[src/rtl/unipolar_rz_receiver.sv]
// Unipolar RZ line receiver: measures each high pulse, classifies it as 0/1 against
// a midpoint threshold, assembles MSB-first words and detects the frame-ending low gap.
module unipolar_rz_receiver #(
   parameter int  DATA_WIDTH     = 24,
   parameter real CLOCK_RATE     = 50.0e6,
   parameter real ZERO_HIGH_TIME = 0.4e-6,
   parameter real ONE_HIGH_TIME  = 0.8e-6,
   parameter real RESET_TIME     = 50.0e-6
) (
   input  logic                  clock,
   input  logic                  reset,
   input  logic                  line,
   output logic [DATA_WIDTH-1:0] data,
   output logic                  valid,
   output logic                  frame_end,
   output logic                  error
);

   localparam int ZH       = int'(CLOCK_RATE * ZERO_HIGH_TIME);
   localparam int OH       = int'(CLOCK_RATE * ONE_HIGH_TIME);
   localparam int RST      = int'(CLOCK_RATE * RESET_TIME);
   localparam int THRESH   = (ZH + OH) / 2;
   localparam int MIN_HIGH = ZH / 2;
   localparam int MAX_HIGH = 2 * OH;
   localparam int CW       = $clog2(((RST > MAX_HIGH) ? RST : MAX_HIGH) + 2);
   localparam int BW       = $clog2(DATA_WIDTH + 1);

   localparam logic [CW-1:0] RST_C      = CW'(RST);
   localparam logic [CW-1:0] THRESH_C   = CW'(THRESH);
   localparam logic [CW-1:0] MIN_HIGH_C = CW'(MIN_HIGH);
   localparam logic [CW-1:0] MAX_HIGH_C = CW'(MAX_HIGH);
   localparam logic [BW-1:0] LAST_BIT   = BW'(DATA_WIDTH - 1);

   localparam logic [1:0] HUNT = 2'd0;
   localparam logic [1:0] LOW  = 2'd1;
   localparam logic [1:0] HIGH = 2'd2;

   logic                  line_m;
   logic                  line_s;
   logic                  line_d;
   logic [1:0]            state;
   logic [CW-1:0]         low_count;
   logic [CW-1:0]         high_count;
   logic [BW-1:0]         bit_count;
   logic [DATA_WIDTH-2:0] shift;

   logic                  rise;
   logic                  fall;
   logic [CW-1:0]         low_inc;
   logic [CW-1:0]         high_inc;
   logic                  rx_bit;
   logic [DATA_WIDTH-1:0] word_next;

   always_comb begin
      rise      = line_s & ~line_d;
      fall      = ~line_s & line_d;
      low_inc   = low_count + 1'b1;
      high_inc  = high_count + 1'b1;
      rx_bit    = (high_count >= THRESH_C);
      // Only DATA_WIDTH-1 bits are stored; the bit being received completes the word.
      word_next = {shift, rx_bit};
   end

   always_ff @(posedge clock) begin
      if (reset) begin
         line_m     <= 1'b0;
         line_s     <= 1'b0;
         line_d     <= 1'b0;
         state      <= HUNT;
         low_count  <= '0;
         high_count <= '0;
         bit_count  <= '0;
         shift      <= '0;
         data       <= '0;
         valid      <= 1'b0;
         frame_end  <= 1'b0;
         error      <= 1'b0;
      end else begin
         line_m    <= line;
         line_s    <= line_m;
         line_d    <= line_s;
         valid     <= 1'b0;
         frame_end <= 1'b0;
         error     <= 1'b0;

         case (state)
            HUNT: begin
               if (line_s) begin
                  low_count <= '0;
               end else if (low_inc == RST_C) begin
                  low_count <= RST_C;
                  frame_end <= 1'b1;
                  state     <= LOW;
               end else begin
                  low_count <= low_inc;
               end
            end

            LOW: begin
               if (rise) begin
                  high_count <= CW'(1);
                  state      <= HIGH;
               end else if (low_count != RST_C) begin
                  // Saturating counter: frame_end fires only on the cycle it reaches RST.
                  low_count <= low_inc;
                  if (low_inc == RST_C) begin
                     frame_end <= 1'b1;
                     if (bit_count != '0) begin
                        error     <= 1'b1;
                        bit_count <= '0;
                     end
                  end
               end
            end

            HIGH: begin
               if (fall) begin
                  if (high_count < MIN_HIGH_C) begin
                     error     <= 1'b1;
                     bit_count <= '0;
                     low_count <= '0;
                     state     <= HUNT;
                  end else begin
                     shift     <= word_next[DATA_WIDTH-2:0];
                     low_count <= CW'(1);
                     state     <= LOW;
                     if (bit_count == LAST_BIT) begin
                        data      <= word_next;
                        valid     <= 1'b1;
                        bit_count <= '0;
                     end else begin
                        bit_count <= bit_count + 1'b1;
                     end
                  end
               end else if (line_s) begin
                  if (high_inc > MAX_HIGH_C) begin
                     error     <= 1'b1;
                     bit_count <= '0;
                     low_count <= '0;
                     state     <= HUNT;
                  end else begin
                     high_count <= high_inc;
                  end
               end
            end

            default: begin
               low_count <= '0;
               bit_count <= '0;
               state     <= HUNT;
            end
         endcase
      end
   end

endmodule

[config.mk]
export PLATFORM = sky130hd
export DESIGN_NAME = unipolar_rz_receiver
export DESIGN_NICKNAME = d
export VERILOG_FILES = /design/src/rtl/unipolar_rz_receiver.sv
export SDC_FILE = /design/constraint.sdc
export NUM_CORES = 1
export LEC_CHECK = 0
export BUFFER_PORTS_ARGS = -buffer_cell sky130_fd_sc_hd__buf_2
export CAP_MARGIN = 10
export CORE_MARGIN = 1.5
export CORE_UTILIZATION = 60
export DETAILED_ROUTE_END_ITERATION = 7
export PLACE_DENSITY = 0.85
export SLEW_MARGIN = 30
export SYNTH_ARGS = -nofsm -noshare
export SYNTH_HDL_FRONTEND = slang
export SYNTH_SLANG_ARGS = --single-unit
[constraint.sdc]
create_clock -name clock -period 2.8 [get_ports clock]
set_input_delay 0 -clock clock [delete_from_list [all_inputs] [get_ports clock]]
set_output_delay 0 -clock clock [all_outputs]
set_load 0.05 [all_outputs]
==> impl_metrics.py <==
metrics = {
    "run_status": {
        "run_status": "completed",
    },
    "routing": {
        "drcViolationCount": 0,
        "first_iter_violations": 272,
        "dr_total_vias": 3818,
        "totalWireLength_mm": 9.24,
        "drt-vias-per-instance": 6.11,
        "routedWlPerCell_um": 14.8,
        "drtAntennaViolNets": 0,
        "drt_pre_antenna_iters": 6,
    },
    "pwr": {
        "power.density_cell_area_nw_per_um2": 495,
        "comb_power_share_pct": 7.8,
        "ir_worst_vdd_uv": 349,
        "power.share.clock_pct": 38.7,
        "power_leakage_uw": 0.00164,
        "power.switching_fraction_pct": 25.8,
        "p_switching_uw": 588,
        "share_seq_of_total_power_pct": 53.5,
        "cell_internal_pwr_uw": 1690,
    },
    "yosys": {
        "post_synth.cell_area_avg_um2": 7.87,
        "yosysWarningCount": 0,
        "sequential_share_of_the_synthesized_area_pct": 42.3,
        "synth_top_cell_by_area": "sky130_fd_sc_hd__dfxtp_1",
        "yosys_register_bits": 84,
        "ys_types": 54,
        "async_flop_share_pct": 0,
        "synth_nets": 520,
        "synth_area_leaders": "sky130_fd_sc_hd__dfxtp_1 42%, sky130_fd_sc_hd__nand2_1 10%, sky130_fd_sc_hd__a21oi_1 8.6%",
        "proportion_of_netlist_area_held_by_the_largest_area_contributor_pct": 42.3,
        "synth-edff-count": 0,
        "synth_cells": 505,
        "synthesis.area_um2": 3980,
        "ys.flop_type": "sky130_fd_sc_hd__dfxtp_1",
    },
    "sta": {
        "layout_setup_ws_ns": 0.0397,
        "final-max-slew-violation-count": 0,
        "clock.fmax_ghz": 0.362,
        "timing.final.hold_violations": 0,
        "worst_pin_slew_ns": 0.876,
        "max_clock_skew_ns": 0.0106,
        "final.hold.worst_slack_ns": 0.0532,
        "worst_slew_margin_rel_pct": 41.6,
        "timing.final.crit_period_ns": 2.76,
        "setup_viol_count_final": 0,
        "final_min_period_over_clock_period_pct": 98.6,
    },
    "global_route": {
        "first_global_vias": 3373,
        "grt_first_pass_wirelength_mm": 15.0,
        "grt.overflow.total": 0,
        "grt_antenna_before_repair": 0,
        "global_route.usage.total_pct": 25.5,
        "grt_max_degree": 59,
    },
    "final_layout": {
        "regArea_um2": 1690,
        "multi_input_comb_area_um2": 2140,
        "final_cell_mix": "108 x sky130_fd_sc_hd__nand2_1, 79 x sky130_fd_sc_hd__dfxtp_1, 67 x sky130_fd_sc_hd__a21oi_1",
        "n_antenna_cell": 0,
        "nets": 558,
        "fillerInstances": 482,
        "layout.cells.most_common": "sky130_fd_sc_hd__nand2_1",
        "flow.area_growth_from_synthesis_pct": 15.8,
        "drive_gt1_share_pct": 17.2,
    },
    "floorplanning": {
        "top_level_ports": 30,
        "std_cell_rows": 29,
        "floorplan.core_area_um2": 6390,
        "dieHeight_um": 84.4,
        "die_area_um2": 7120,
        "starting_density_pct": 62.2,
        "die-width_um": 84.4,
    },
    "min_path": {
        "min_delay_path_class": "in -> reg",
        "hold_path_end": "low_count[5]$_SDFFE_PP0P_",
        "timing.hold.worst.start": "reset",
        "holdPathStages": 2,
    },
    "clock_network": {
        "clk_pin_slew_ns": 0.09,
        "cts_buffers": 9,
        "sinks_on_clock_net": 84,
        "clock-root-buffer": "sky130_fd_sc_hd__clkbuf_8",
        "clkLatencyLatePin_ns": 0.35,
        "clk_path_buf_depth": 2,
        "cts.htree.levels": 3,
        "tritoncts": "done",
    },
    "placed_design": {
        "io_buffers": 29,
        "routabilityCongestion": 0.907,
        "detailedPlace.worstSlack_ns": 0.0156,
        "hpwlAfterDp_mm": 5.82,
    },
    "worst_setup_path": {
        "worstSetupEndpointType": "flip-flop",
        "required_ns": 3.08,
        "critical_path.reg2reg.endpoint": "low_count[4]$_SDFFE_PP0P_",
        "worstReg2RegStart": "high_count[1]$_SDFFE_PP0P_",
        "critical_path_arrival_ns": 3.04,
        "timing.critical_path.fanout_max": 8,
        "timing.reg2reg.setup_slack_ns": 0.04,
        "r2r_cells": 9,
        "setup.worst_path.start_class": "flip-flop",
        "timing.setup.critical_path_class": "reg -> reg",
    },
    "flow_run": {
        "maxCapViolCount": 0,
    },
}
-- critical path, cell delays in order, from the launching register on --
cell and delay [ns]:
sky130_fd_sc_hd__dfxtp_2 0.37, sky130_fd_sc_hd__ha_4 0.16, sky130_fd_sc_hd__nand4_1 0.19, sky130_fd_sc_hd__or4_4 0.56, sky130_fd_sc_hd__a22o_2 0.29, sky130_fd_sc_hd__a2111o_1 0.38, sky130_fd_sc_hd__o21ai_4 0.30, sky130_fd_sc_hd__clkbuf_16 0.21
sky130_fd_sc_hd__nand2_1 0.05, sky130_fd_sc_hd__a31oi_1 0.18
-- per-stage QoR --
stage	setup TNS (ns)	util, %	area (µm²)	cells	power, µW
floorplan	0	-	3980	505	1370
global placement	0	66.2	4230	598	1400
detailed placement	0	66.2	4230	598	1410
CTS	0	69.5	4440	615	2270
global route	-0.550	72.1	4600	625	2360
finish	0	72.1	4600	625	2280
-- metal layers --
metal / GRT usage, % / wire length (µm)
met5: 0 / 0
met3: 4.13 / 501
met4: 11.6 / 220
met2: 42.3 / 4620
met1: 33.0 / 3900
-- kinds of logic after synthesis --
| logic type | Yosys count | synth area share [%] |
|---|---|---|
| xor gates and xnor gates | 7 | 1.54 |
| buffers and inverters | 47 | 4.85 |
| and+or+nand+nor | 220 | 26.3 |
| adders and majority gates | 12 | 3.78 |
| DFF | 84 | 42.3 |
| AOI/OAI and AO/OA | 135 | 21.2 |
-- sequential cells by signal, indices dropped and copies added (netlist names) --
signal      cells
bit_count       5
line_m          1
frame_end       1
error           1
state           2
low_count      12
data           24
valid           1
line_d          1
line_s          1
high_count     12
shift          23
-- layout make-up --
| cell class | count | share of cell area (%) |
|---|---|---|
| multi-input combinational | 374 | 46.5 |
| sequential | 84 | 36.7 |
| timing repair buffer | 57 | 8.97 |
| clock buffer | 10 | 2.77 |
| tap | 77 | 2.09 |
| clock inverter | 6 | 1.60 |
| inverter | 17 | 1.39 |
-- power by group through the flow --
stage / clock network, µW / logic, µW / registers (µW)
3_3_place_gp: 0 / 157 / 1250
6_report: 881 / 179 / 1220
2_1_floorplan: 0 / 122 / 1240
3_5_place_dp: 0 / 161 / 1250
5_1_grt: 946 / 197 / 1220
4_1_cts: 891 / 163 / 1220
-- cells in the mapped netlist, types with 6 or more instances --
cell type,number
sky130_fd_sc_hd__nand3_1,23
sky130_fd_sc_hd__nand2_1,108
sky130_fd_sc_hd__a21oi_1,68
sky130_fd_sc_hd__dfxtp_1,84
sky130_fd_sc_hd__or4_1,6
sky130_fd_sc_hd__nor2_1,29
sky130_fd_sc_hd__nor3_1,7
sky130_fd_sc_hd__a31oi_1,7
sky130_fd_sc_hd__inv_1,16
sky130_fd_sc_hd__o21ai_0,14
sky130_fd_sc_hd__ha_1,12
sky130_fd_sc_hd__clkbuf_1,24
sky130_fd_sc_hd__o21ai_1,8
sky130_fd_sc_hd__and2_1,9
-- worst max path at each step --
stage	start	endpoint	slack (ns)	cells past startpoint
floorplan	high_count[1]$_SDFFE_PP0P_	low_count[0]$_SDFFE_PP0P_	0.19	10
global placement	high_count[0]$_SDFFE_PP0P_	state[0]$_SDFFE_PP0P_	0.13	10
detailed placement	low_count[1]$_SDFFE_PP0P_	bit_count[2]$_SDFFE_PP0P_	0.02	8
CTS	low_count[1]$_SDFFE_PP0P_	bit_count[2]$_SDFFE_PP0P_	0.005	8
global route	high_count[1]$_SDFFE_PP0P_	low_count[4]$_SDFFE_PP0P_	-0.07	9
finish	high_count[1]$_SDFFE_PP0P_	low_count[4]$_SDFFE_PP0P_	0.04	9
-- what timing repair did --
action                     in CTS  in global routing
resized for setup               0                 17
hold buffers                    1                  0
hold endpoints to repair        1                  0
cloned                          0                  2
setup buffers                   0                  8
setup endpoints to repair       1                 23
pin swaps                       1                  6
Power figures use the tool's default switching activity.
